<file path="src/rtl/nibble_serializer.sv">
// nibble_serializer: pops nibbles from a FIFO (RE/EMPTY/Q) and shifts them
// out as a gapless bit stream at a programmable bit period.
//
// Ports:
//   CLK, RESET        clock (rising edge), async active-high reset
//   EN                level-sensitive serialiser enable
//   DIV               bit period minus one, in CLK cycles
//   NIB_IN, EMPTY     FIFO read data (pre-pop) and empty flag
//   RE                FIFO read strobe (combinational)
//   BIT_OUT, BIT_STB  serial data and first-cycle-of-bit pulse (registered)
//   BUSY              nibble in flight (registered)
//   UNDERRUN          sticky: stream ran dry while EN=1
//   CLR_UNDERRUN      synchronous clear for UNDERRUN (set wins)
//
// Build option: define NIBBLE_SER_MSB_FIRST_EN to send MSB first
// (default: LSB first). Timing is identical in both builds.

module nibble_serializer #(
    parameter int   NIB_WIDTH  = 4,
    parameter int   DIV_BITS   = 8,
    parameter logic IDLE_LEVEL = 1'b0
) (
    input  logic                 CLK,
    input  logic                 RESET,
    input  logic                 EN,
    input  logic [DIV_BITS-1:0]  DIV,
    input  logic [NIB_WIDTH-1:0] NIB_IN,
    input  logic                 EMPTY,
    output logic                 RE,
    output logic                 BIT_OUT,
    output logic                 BIT_STB,
    output logic                 BUSY,
    output logic                 UNDERRUN,
    input  logic                 CLR_UNDERRUN
);

    localparam int IW = (NIB_WIDTH > 1) ? $clog2(NIB_WIDTH) : 1;
    localparam logic [IW-1:0] LAST_IDX = IW'(NIB_WIDTH - 1);

    typedef enum logic {
        S_IDLE,
        S_SHIFT
    } state_t;

    state_t               state_q;
    logic [NIB_WIDTH-1:0] shreg_q;
    logic [NIB_WIDTH-1:0] shreg_d;
    logic [DIV_BITS-1:0]  div_q;
    logic [DIV_BITS-1:0]  cnt_q;
    logic [IW-1:0]        idx_q;
    logic                 bit_q;
    logic                 stb_q;
    logic                 busy_q;
    logic                 urun_q;

    logic cnt_done;
    logic last_bit;
    logic end_nib;
    logic set_urun;
    logic first_bit;
    logic next_bit;

    assign cnt_done = (cnt_q == div_q);
    assign last_bit = (idx_q == LAST_IDX);
    assign end_nib  = (state_q == S_SHIFT) && cnt_done && last_bit;
    assign set_urun = end_nib && EN && EMPTY;

    // RESET gates RE so the FIFO is never popped while the block is held.
    assign RE = ~RESET & EN & ~EMPTY & ((state_q == S_IDLE) | end_nib);

    // The shift register keeps the bit on the wire at the output end, so
    // the next bit always sits one position further in.
`ifdef NIBBLE_SER_MSB_FIRST_EN
    assign first_bit = NIB_IN[NIB_WIDTH-1];
    assign next_bit  = shreg_q[NIB_WIDTH-2];
    assign shreg_d   = {shreg_q[NIB_WIDTH-2:0], 1'b0};
`else
    assign first_bit = NIB_IN[0];
    assign next_bit  = shreg_q[1];
    assign shreg_d   = {1'b0, shreg_q[NIB_WIDTH-1:1]};
`endif

    always_ff @(posedge CLK or posedge RESET) begin
        if (RESET) begin
            state_q <= S_IDLE;
            shreg_q <= '0;
            div_q   <= '0;
            cnt_q   <= '0;
            idx_q   <= '0;
            bit_q   <= IDLE_LEVEL;
            stb_q   <= 1'b0;
            busy_q  <= 1'b0;
            urun_q  <= 1'b0;
        end else begin
            stb_q <= 1'b0;

            if (set_urun) begin
                urun_q <= 1'b1;
            end else if (CLR_UNDERRUN) begin
                urun_q <= 1'b0;
            end

            if (RE) begin
                // Load covers both the idle start and the gapless reload.
                state_q <= S_SHIFT;
                shreg_q <= NIB_IN;
                div_q   <= DIV;
                cnt_q   <= '0;
                idx_q   <= '0;
                bit_q   <= first_bit;
                stb_q   <= 1'b1;
                busy_q  <= 1'b1;
            end else begin
                unique case (state_q)
                    S_IDLE: begin
                        bit_q <= IDLE_LEVEL;
                    end
                    S_SHIFT: begin
                        if (cnt_done) begin
                            cnt_q <= '0;
                            if (last_bit) begin
                                state_q <= S_IDLE;
                                busy_q  <= 1'b0;
                                bit_q   <= IDLE_LEVEL;
                            end else begin
                                idx_q   <= idx_q + 1'b1;
                                shreg_q <= shreg_d;
                                bit_q   <= next_bit;
                                stb_q   <= 1'b1;
                            end
                        end else begin
                            cnt_q <= cnt_q + 1'b1;
                        end
                    end
                    default: begin
                        state_q <= S_IDLE;
                    end
                endcase
            end
        end
    end

    assign BIT_OUT  = bit_q;
    assign BIT_STB  = stb_q;
    assign BUSY     = busy_q;
    assign UNDERRUN = urun_q;

endmodule

</file>
<file path="config.mk">
export PLATFORM = sky130hd
export DESIGN_NAME = nibble_serializer
export DESIGN_NICKNAME = d
export VERILOG_FILES = /design/src/rtl/nibble_serializer.sv
export SDC_FILE = /design/constraint.sdc
export NUM_CORES = 1
export LEC_CHECK = 0
export CAP_MARGIN = 20
export CORE_MARGIN = 4
export CORE_UTILIZATION = 47
export DETAILED_ROUTE_END_ITERATION = 8
export PLACE_DENSITY = 0.75
export SLEW_MARGIN = 20
export SYNTH_ARGS = -nofsm -noshare
export SYNTH_HDL_FRONTEND = slang
export SYNTH_SLANG_ARGS = --single-unit
export TNS_END_PERCENT = 10
</file>
<file path="constraint.sdc">
create_clock -name CLK -period 1.65 [get_ports CLK]
set_input_delay 0.33 -clock CLK [delete_from_list [all_inputs] [get_ports CLK]]
set_output_delay 0.33 -clock CLK [all_outputs]
set_load 0.05 [all_outputs]
</file>
==> out/metrics.yaml <==
status:
  outcome: "finished, violations left"
  violations: "setup timing"
clocking:
  insertion_delay_ns: 0.34
  h-tree-depth: 1
  root_buffer: "clkbuf_4"
  cts.path.max_buffers: 2
  cts_made_buffers: 3
  clock_sinks: 26
  clk_pin_slew_ns: 0.16
  cts_tree: "yes"
  hold_buffers: 0
timing:
  worstMarginPinSlew_ns: 0.3444
  drv_slew: 0
  worst_clock_skew_ns: 0.01391
  slew_headroom_pct: 76.95
  final-hold-violation-count: 0
  setup_ws_ns: -0.3342
  grt_setup_unrepaired: "yes"
  fin_crit_ns: 1.984
  setup_viol: 22
  max_freq_mhz: 504.0
  period_share_pct: 120.3
place:
  hpwl_um: 2229
  placed_cells: 185
  gp_congestion: 0.7594
  io_buffers: 21
worst_setup_path:
  cp_cell_sequence: "xnor2_2 > nand4_4 > o21ai_4 > nand2_4 > inv_8 > buf_12"
  worstPathMaxFanout: 2
  required_ns: 1.32
  critPathBufInv: 2
  path_delay_family: "flip-flops"
  slowest_delay_ns: 0.45
  cp-start-kind: "flop"
  end_kind: "output pin"
  worstPathArrival_ns: 1.65
  crit_path_top_delay_cell: "dfrtp_1"
  path_depth: 6
  ff2ff_path_depth: 7
  crit_type: "flop to output pin"
floorplanning:
  ios: 22
  core.rowCount: 18
  coreArea_um2: 2567
  die_w_um: 60.87
  initial_core_util_pct: 51.17
  dieArea_um2: 3705
  die_h_um: 60.87
power:
  ir_drop_mv: 1.508
  power_leakage_uw: 0.0008998
  p_per_area_nw_per_um2: 1903
  total_power_uw: 3665
yosys:
  synth_area_leaders: "dfrtp_1 (50%), xnor2_1 (6.7%), mux2_4 (5.7%)"
  syn_inst: 110
  syn-cell-area_um2: 1314
  synth_most_common_cell: "dfrtp_1"
  yosysWarnings: 0
  ys_seq_elements: 26
  synth.largest_area_cell: "dfrtp_1"
  ys_top_cells_by_count: "dfrtp_1 (26), xnor2_1 (10), nand2_1 (7), o21ai_0 (7)"
  synth_top_area_share_pct: 49.52
  synth_cell_types: 36
  synth_edf_count: 0
  synthFlopType: "dfrtp_1"
  yosysSeqAreaShare_pct: 49.52
  synth_fp_nets: 129
  syn_area_per_cell_um2: 11.94
  synthArstFlopShare_pct: 100.0
global_route:
  grt_overflow: 0
  grt_pass1_wl_um: 5375
  grt_util_all_layers_pct: 20.64
  grt_pass1_vias: 1108
  grt_max_degree: 27
  antenna_found_initial: 0
cells_and_area:
  fin_cells: 199
  nFillCells: 167
  antenna_cells: 0
  syn_to_final_growth_pct: 46.57
  nets: 189
  layout-drive-gt1-share_pct: 45.56
route:
  via_count: 1035
  ant_nets: 0
  wl_per_cell_um: 16.63
  wirelength_um: 3310
  drc: 0
  dr.pass1.iters: 6
  drtIter0Drc: 21
  vias_per_cell: 5.201
flow_run:
  cap_violations: 0
worst_hold_path:
  hold_path.class: "input pin to asynchronous set/reset pin"
routing by layer:
metal | part of all wire, % | global-route usage [%] | routed length [um]
met1 | 43 | 24.73 | 1429
met5 | 0 | 0 | 0
met4 | 2.4 | 8.359 | 81
met3 | 2.6 | 3.830 | 86
met2 | 52 | 36.34 | 1713
repair_timing:
action,in CTS,in global routing
pin swaps,6,6
resized for setup,10,2
buffers inserted,6,5
endpoints found under the setup margin,18,23
registers in the layout, summed over array words and instances (netlist names):
| register | flops |
|---|---|
| idx_q | 2 |
| state_q | 1 |
| UNDERRUN | 1 |
| cnt_q | 8 |
| BUSY | 1 |
| BIT_OUT | 1 |
| BIT_STB | 1 |
| shreg_q | 3 |
| div_q | 8 |
report_power, final:
part | internal [uW] | leakage [uW] | switching (uW) | total [uW]
logic | 1160 | 0.000546 | 929 | 2090
registers | 901 | 0.000326 | 221 | 1120
clock network | 246 | 0.0000279 | 210 | 456
total | 2310 | 0.000900 | 1360 | 3660
final timing paths:
check                         start         end  slack (ns)
min reg2reg                 BIT_OUT     BIT_OUT        0.49
min                           RESET    cnt_q[4]        0.34
max in group asynchronous     RESET  shreg_q[2]        1.05
max                        cnt_q[0]          RE       -0.33
max reg2reg                cnt_q[0]    div_q[6]       -0.17
min in group CLK            BIT_OUT     BIT_OUT        0.49
cell type report:
| type | count | area, um2 | share of cell area [%] |
|---|---|---|---|
| clock buffer | 3 | 22.52 | 1.170 |
| clock inverter | 1 | 30.03 | 1.559 |
| inverter | 6 | 30.03 | 1.559 |
| multi-input combinational | 77 | 678.2 | 35.22 |
| sequential | 26 | 650.6 | 33.79 |
| tap | 30 | 37.54 | 1.949 |
| timing repair buffer | 56 | 476.7 | 24.76 |
logic make-up after synthesis:
group / Yosys count / synth area share (%)
AOI/OAI and AO/OA: 25 / 14.19
muxes: 9 / 9.047
and+or+nand+nor: 31 / 15.24
adders and majority gates: 2 / 1.904
DFF: 26 / 49.52
buffers and inverters: 7 / 3.429
xor gates and xnor gates: 10 / 6.666
worst reg2reg max path, stage by stage (launching register included):
cell,delay (ns)
dfrtp_1,0.45
xnor2_2,0.24
nand4_4,0.13
o21ai_4,0.21
nand2_4,0.10
inv_8,0.06
buf_4,0.18
mux2_2,0.36
cells in the final DEF (no fill, tap or decap), types with 2 or more instances in the layout:
master	n
buf_4	38
dfrtp_1	26
clkdlybuf4s50_1	16
nand2_1	7
xnor2_2	6
inv_1	5
o21ai_0	5
mux2_4	5
xnor2_1	4
nand3_1	4
nor2_1	4
a21o_2	3
mux2_2	3
a21o_1	3
clkbuf_4	3
nand2b_1	2
nor3b_1	2
and3_2	2
a21oi_1	2
o221a_2	2
a22o_1	2
o21ai_1	2
stage by stage:
stage          hold slack, ns  setup slack, ns  setup TNS (ns)  instance area, um2  util, %
2_1_floorplan          0.3700          -0.1524         -0.8471                1344        -
3_3_place_gp           0.4615          -0.3332          -4.021                1759    68.52
3_5_place_dp           0.4710          -0.3438          -4.439                1759    68.52
4_1_cts                0.3637          -0.3090          -1.826                1888    73.54
5_1_grt                0.3790          -0.3922          -3.858                1926    75.00
6_report               0.3389          -0.3342          -2.607                1926    75.00
No activity file was read; power rests on OpenSTA's default activity.
